### config.mk
export PLATFORM = sky130hd
export DESIGN_NAME = cv32e40p_fetch_fifo_ft
export DESIGN_NICKNAME = d
export VERILOG_FILES = /design/src/rtl/cv32e40p_fetch_fifo_ft.sv
export SDC_FILE = /design/constraint.sdc
export NUM_CORES = 1
export LEC_CHECK = 0
export ABC_CLOCK_PERIOD_IN_PS = 7600
export BUFFER_PORTS_ARGS = -buffer_cell sky130_fd_sc_hd__buf_2
export CORE_MARGIN = 2
export CORE_UTILIZATION = 45
export CTS_BUF_LIST = sky130_fd_sc_hd__clkbuf_16
export CTS_CLUSTER_DIAMETER = 50
export DETAILED_ROUTE_END_ITERATION = 6
export PLACE_DENSITY = 0.71
export SLEW_MARGIN = 0
export SYNTH_ARGS = -nofsm -noshare
export SYNTH_HDL_FRONTEND = slang
export SYNTH_SLANG_ARGS = --single-unit
### constraint.sdc
create_clock -name clk -period 7.6 [get_ports clk]
set_input_delay 1.14 -clock clk [delete_from_list [all_inputs] [get_ports clk]]
set_output_delay 1.14 -clock clk [all_outputs]
set_load 0.03 [all_outputs]
### src/rtl/cv32e40p_fetch_fifo_ft.sv
// cv32e40p_fetch_fifo_ft
//   Parity-protected instruction response FIFO sitting between the OBI
//   instruction response path and the IF-stage prefetch buffer. It buffers
//   rdata/err beats, flushes on branch and checks a per-entry parity bit when
//   the entry reaches the head. Corrupted entries are flagged and counted, but
//   they are still delivered unchanged.
//
// Optional feature: define FETCH_FIFO_PARITY_EN to store a parity bit per entry.
//   Without it, parity_err_o and err_cnt_o are tied to 0.
//
// Parameters
//   DEPTH      number of entries (>=2, need not be a power of 2)
//   CNT_WIDTH  width of the saturating parity-error counter
//
// Ports
//   clk, rst_n     core clock, synchronous active-low reset
//   clear_i        flush all entries (branch / pc_set)
//   in_valid_i     response beat valid; in_ready_o = space available or head popping
//   in_rdata_i     instruction word; in_err_i = bus error for this beat
//   out_valid_o    head entry valid; out_ready_i = consumer pops the head
//   out_rdata_o    head word; out_err_o = head bus error (both 0 while empty)
//   parity_err_o   head entry fails its parity check
//   cnt_o          occupancy
//   overflow_o     sticky: a beat arrived while no space was available
//   err_cnt_o      saturating count of popped entries with a parity error
module cv32e40p_fetch_fifo_ft #(
  parameter int DEPTH     = 2,
  parameter int CNT_WIDTH = 8
) (
  input  logic                       clk,
  input  logic                       rst_n,
  input  logic                       clear_i,
  input  logic                       in_valid_i,
  output logic                       in_ready_o,
  input  logic [31:0]                in_rdata_i,
  input  logic                       in_err_i,
  output logic                       out_valid_o,
  input  logic                       out_ready_i,
  output logic [31:0]                out_rdata_o,
  output logic                       out_err_o,
  output logic                       parity_err_o,
  output logic [$clog2(DEPTH+1)-1:0] cnt_o,
  output logic                       overflow_o,
  output logic [CNT_WIDTH-1:0]       err_cnt_o
);

  localparam int CW = $clog2(DEPTH + 1);
  localparam int PW = (DEPTH > 1) ? $clog2(DEPTH) : 1;

  logic [PW-1:0] rd_ptr;
  logic [PW-1:0] wr_ptr;
  logic [CW-1:0] cnt_q;
  logic          ovf_q;
  logic          push;
  logic          pop;

  logic [31:0]   mem_rdata [DEPTH];
  logic          mem_err   [DEPTH];

  // Pointers wrap explicitly at DEPTH-1 so non-power-of-2 depths work.
  function automatic logic [PW-1:0] ptr_inc(input logic [PW-1:0] p);
    return (p == PW'(DEPTH - 1)) ? '0 : p + PW'(1);
  endfunction

  assign out_valid_o = (cnt_q != '0);
  // A full FIFO can still accept when the head leaves in the same cycle.
  assign in_ready_o  = (cnt_q < CW'(DEPTH)) | out_ready_i;
  assign push        = in_valid_i & in_ready_o & ~clear_i;
  assign pop         = out_valid_o & out_ready_i & ~clear_i;

  assign cnt_o       = cnt_q;
  assign overflow_o  = ovf_q;
  assign out_rdata_o = out_valid_o ? mem_rdata[rd_ptr] : 32'h0;
  assign out_err_o   = out_valid_o ? mem_err[rd_ptr] : 1'b0;

  always_ff @(posedge clk) begin
    if (!rst_n) begin
      rd_ptr <= '0;
      wr_ptr <= '0;
      cnt_q  <= '0;
      ovf_q  <= 1'b0;
    end else begin
      if (in_valid_i && !in_ready_o && !clear_i) begin
        ovf_q <= 1'b1;
      end
      if (clear_i) begin
        rd_ptr <= '0;
        wr_ptr <= '0;
        cnt_q  <= '0;
      end else begin
        if (push) wr_ptr <= ptr_inc(wr_ptr);
        if (pop)  rd_ptr <= ptr_inc(rd_ptr);
        cnt_q <= cnt_q + CW'(push) - CW'(pop);
      end
    end
  end

  // Storage is intentionally not reset; the occupancy count gates all reads.
  always_ff @(posedge clk) begin
    if (push) begin
      mem_rdata[wr_ptr] <= in_rdata_i;
      mem_err[wr_ptr]   <= in_err_i;
    end
  end

`ifdef FETCH_FIFO_PARITY_EN
  logic                 mem_par [DEPTH];
  logic                 head_par_bad;
  logic [CNT_WIDTH-1:0] err_cnt_q;

  always_ff @(posedge clk) begin
    if (push) begin
      mem_par[wr_ptr] <= ^{in_err_i, in_rdata_i};
    end
  end

  assign head_par_bad = (^{mem_err[rd_ptr], mem_rdata[rd_ptr]}) != mem_par[rd_ptr];
  assign parity_err_o = out_valid_o & head_par_bad;

  always_ff @(posedge clk) begin
    if (!rst_n) begin
      err_cnt_q <= '0;
    end else if (pop && parity_err_o && (err_cnt_q != '1)) begin
      err_cnt_q <= err_cnt_q + CNT_WIDTH'(1);
    end
  end

  assign err_cnt_o = err_cnt_q;
`else
  assign parity_err_o = 1'b0;
  assign err_cnt_o    = '0;
`endif

endmodule

==> parameters.txt <==
Parameter                              Value

Power
  Largest vdd supply drop ... 0.0001945 V
  Cell leakage power ... 0.001371 µW
  Cell Pwr Density ... ~250 nW/µm²
  Pwr Total ... 860.9 µW

Synthesis
  Syn. warnings ... 0
  Combinational family with the most area after synthesis ... multiplexers
  Post-synthesis register bit count ... 72
  Async set-or-reset flop fraction in the synthesized netlist ... 0%
  Gate Count Post-Synth ... ~180
  Synth Area in XOR/XNOR ... 0.9259%
  Fraction of the yosys area taken by sequential cells ... roughly three quarters
  Adder and majority cell fraction of the synthesized area ... 0.8818%
  Post-synthesis compound-gate area fraction ... 0.8377%
  Primary FF master, synth ... edfxtp_1
  Leading cell types by total area after synthesis ... edfxtp_1 70%, mux2i_1 12%, nor2_1 4.9%
  Post-synth EDFFs ... 66
  Multiplexer fraction of the synthesized cell area ... 11.64%
  Area share of the largest cell type after synthesis ... 69.84%
  Post-Syn Area per Cell ... around 16 µm²
  Cell type contributing the most total cell area after synthesis ... edfxtp_1
  Unique cell type count in the Yosys netlist ... 22
  Cell area after synthesis ... between 2000 and 3000 µm²
  Area share of and/or/nand/nor cells after synthesis ... 7.099%

Critical path
  Type of the worst setup path ... reg2out
  Highest net fanout along the worst path ... 33
  Endpoint type of the worst setup path ... output port
  Critical Path AT ... 1.89 ns
  Worst Path Required ... 6.46 ns
  Kind of start point of the critical path ... flip-flop

Place
  Final HPWL DP ... 3038 µm
  Quantity of I/O buffers inserted on ports ... 75
  Area after DPL ... 3253 µm²
  Global placement routability congestion ... between 0.8 and 0.9

Timing
  Worst Hold Slack ... 0.4765 ns
  Final count of pins violating max slew ... 0
  Max Clock Freq ... about 0.33 GHz
  Relative max-transition margin ... 32.85%
  Post-route fraction of the period consumed by the critical path ... 39.86%
  Unrepaired setup endpoints after global routing ... no
  Worst-Margin Slew ... 1.007 ns
  Final Skew ... around 0.0028 ns
  Final count of hold timing violations ... 0
  Setup violations, final ... 0
  Setup TNS ... 0 ns
  Time the final worst path needs with I/O delays and setup ... 3.030 ns

CTS
  Clk sinks ... 72
  Total CTS buffers ... 9
  Post-CTS resize count ... 0
  Clock tree from TritonCTS ... done
  CTS Hold Buffers Added ... 0
  Longest Clk Path Bufs ... 2
  Post-CTS Repair Setup Buffers ... 0
  Number of H-tree levels ... 3
  Buffer type at the clock tree root ... clkbuf_16
  Clk pin slew, worst setup/hold paths ... approximately 0.050 ns
  Clk_lat worst skew ... 0.31 ns

Layout
  Post-route design area ... 3510 µm²
  Combined flip-flop and latch cell area ... 2103 µm²
  Signed area change from the synthesized netlist to the final layout ... 23.68%
  Post-Route Utilization ... 58.58%
  Total area of multi-input combinational cells ... 658.1 µm²
  Net total in the final layout ... 300
  Number of inserted diodes ... 0
  Most common cell after layout, fill and taps aside ... buf_2
  Filler instances ... approximately 500
  Ratio of cells with drive above 1 in the final layout ... 35.47%
  Most used cells in the layout excluding fill and tap cells ... 75 x buf_2, 66 x edfxtp_1, 34 x nor2_1

Global route
  Antenna violations before repair ... 0
  Maximum number of pins on one net before global-route repair ... 34
  GR Util All Layers ... 13.76%
  Via count of the first global-routing pass ... 1,519
  Gr ovfl total ... 0
  First-pass GRT wire length ... 7217 µm

Route
  1st-pass router iterations ... 4
  Wire length on met2 ... 2319 µm
  Metal1 wirelength ... 1865 µm
  Number of vias per cell ... 4.715
  Met3 Wirelength ... 295 µm
  Vias ... 1,603
  First-iteration detailed-routing DRC count ... 58
  Post-route DRC violation count ... 0
  Uppermost layer routed ... met4
  Number of antenna-violating nets in the routed design ... 0
  Wire length after detailed routing ... around 4600 µm
  Wire length per cell after detailed routing ... 13.51 µm

Run status
  Status ... finished clean

Floorplan
  Core Rows ... 28
  Number of top-level pins ... 85
  Effective utilization at floorplan ... 47.37%
  Die Outline Area ... 6957 µm²
  Width of the die ... approximately 83 µm
  Placeable core region ... 5991 µm²
  Height of the chip ... 83.41 µm

Hold path
  Worst min path class ... reg2reg

Flow run
  Max-cap viol count ... 0
[final timing paths]
kind         startpoint          endpoint  slack (ns)  depth (start not counted)
min          overflow_o        overflow_o        0.48                          1
max reg2reg    cnt_o[1]  mem_rdata[0][25]        5.72                          3
max           flip-flop         out_err_o        4.57                          3
min reg2reg  overflow_o        overflow_o        0.48                          1
[worst max-delay path, stage by stage (launching register included)]
cell	delay (ns)
dfxtp_2	0.97
mux2i_1	0.30
nor2_1	0.08
buf_2	0.21
[Yosys cell counts (all sizes together), types with 2 or more instances]
cell type,number
and2,2
buf,16
dfxtp,6
edfxtp,66
ha,2
inv,4
mux2i,33
nor2,37
nor3,2
xnor2,2
[kinds of logic after synthesis]
group / after synthesis
AO/OA/AOI/OAI: 3
AND/OR/NAND/NOR: 47
other: 1
flip-flops: 72
buffers and inverters: 20
XOR/XNOR: 3
multiplexers: 33
adder cells (fa/ha/maj): 2
[layout make-up]
type	count	area share, %
Timing Repair Buffer	76	10.91
Inverter	4	0.4278
Sequential cell	72	59.93
Clock inverter	7	0.8913
Clock buffer	9	6.417
Tap cell	75	2.674
Multi-Input combinational cell	97	18.75
[power breakdown]
| part | switching, µW | internal, µW |
|---|---|---|
| Combinational | 40.6 | 18.5 |
| Clock | 138 | 214 |
| Sequential | 4.10 | 446 |
| Total | 182 | 678 |
[flip-flops by register name, indices dropped and copies added (netlist names), named ones only]
name / cells
mem_rdata: 64
overflow_o: 1
wr_ptr: 1
mem_err: 2
rd_ptr: 1
cnt_o: 2
[stage by stage]
| stage | instances | setup slack (ns) |
|---|---|---|
| 2_1_floorplan | 189 | 4.239 |
| 3_3_place_gp | 324 | 4.834 |
| 3_5_place_dp | 324 | 4.818 |
| 4_1_cts | 340 | 4.513 |
| 5_1_grt | 340 | 4.419 |
| 6_report | 340 | 4.570 |
[layer usage]
layer	vias up	track usage [%]
li1	792	-
met1	741	15.76
met2	63	23.17
met3	7	3.280
met4	0	8.651
met5	-	0
Power figures use the tool's default switching activity.
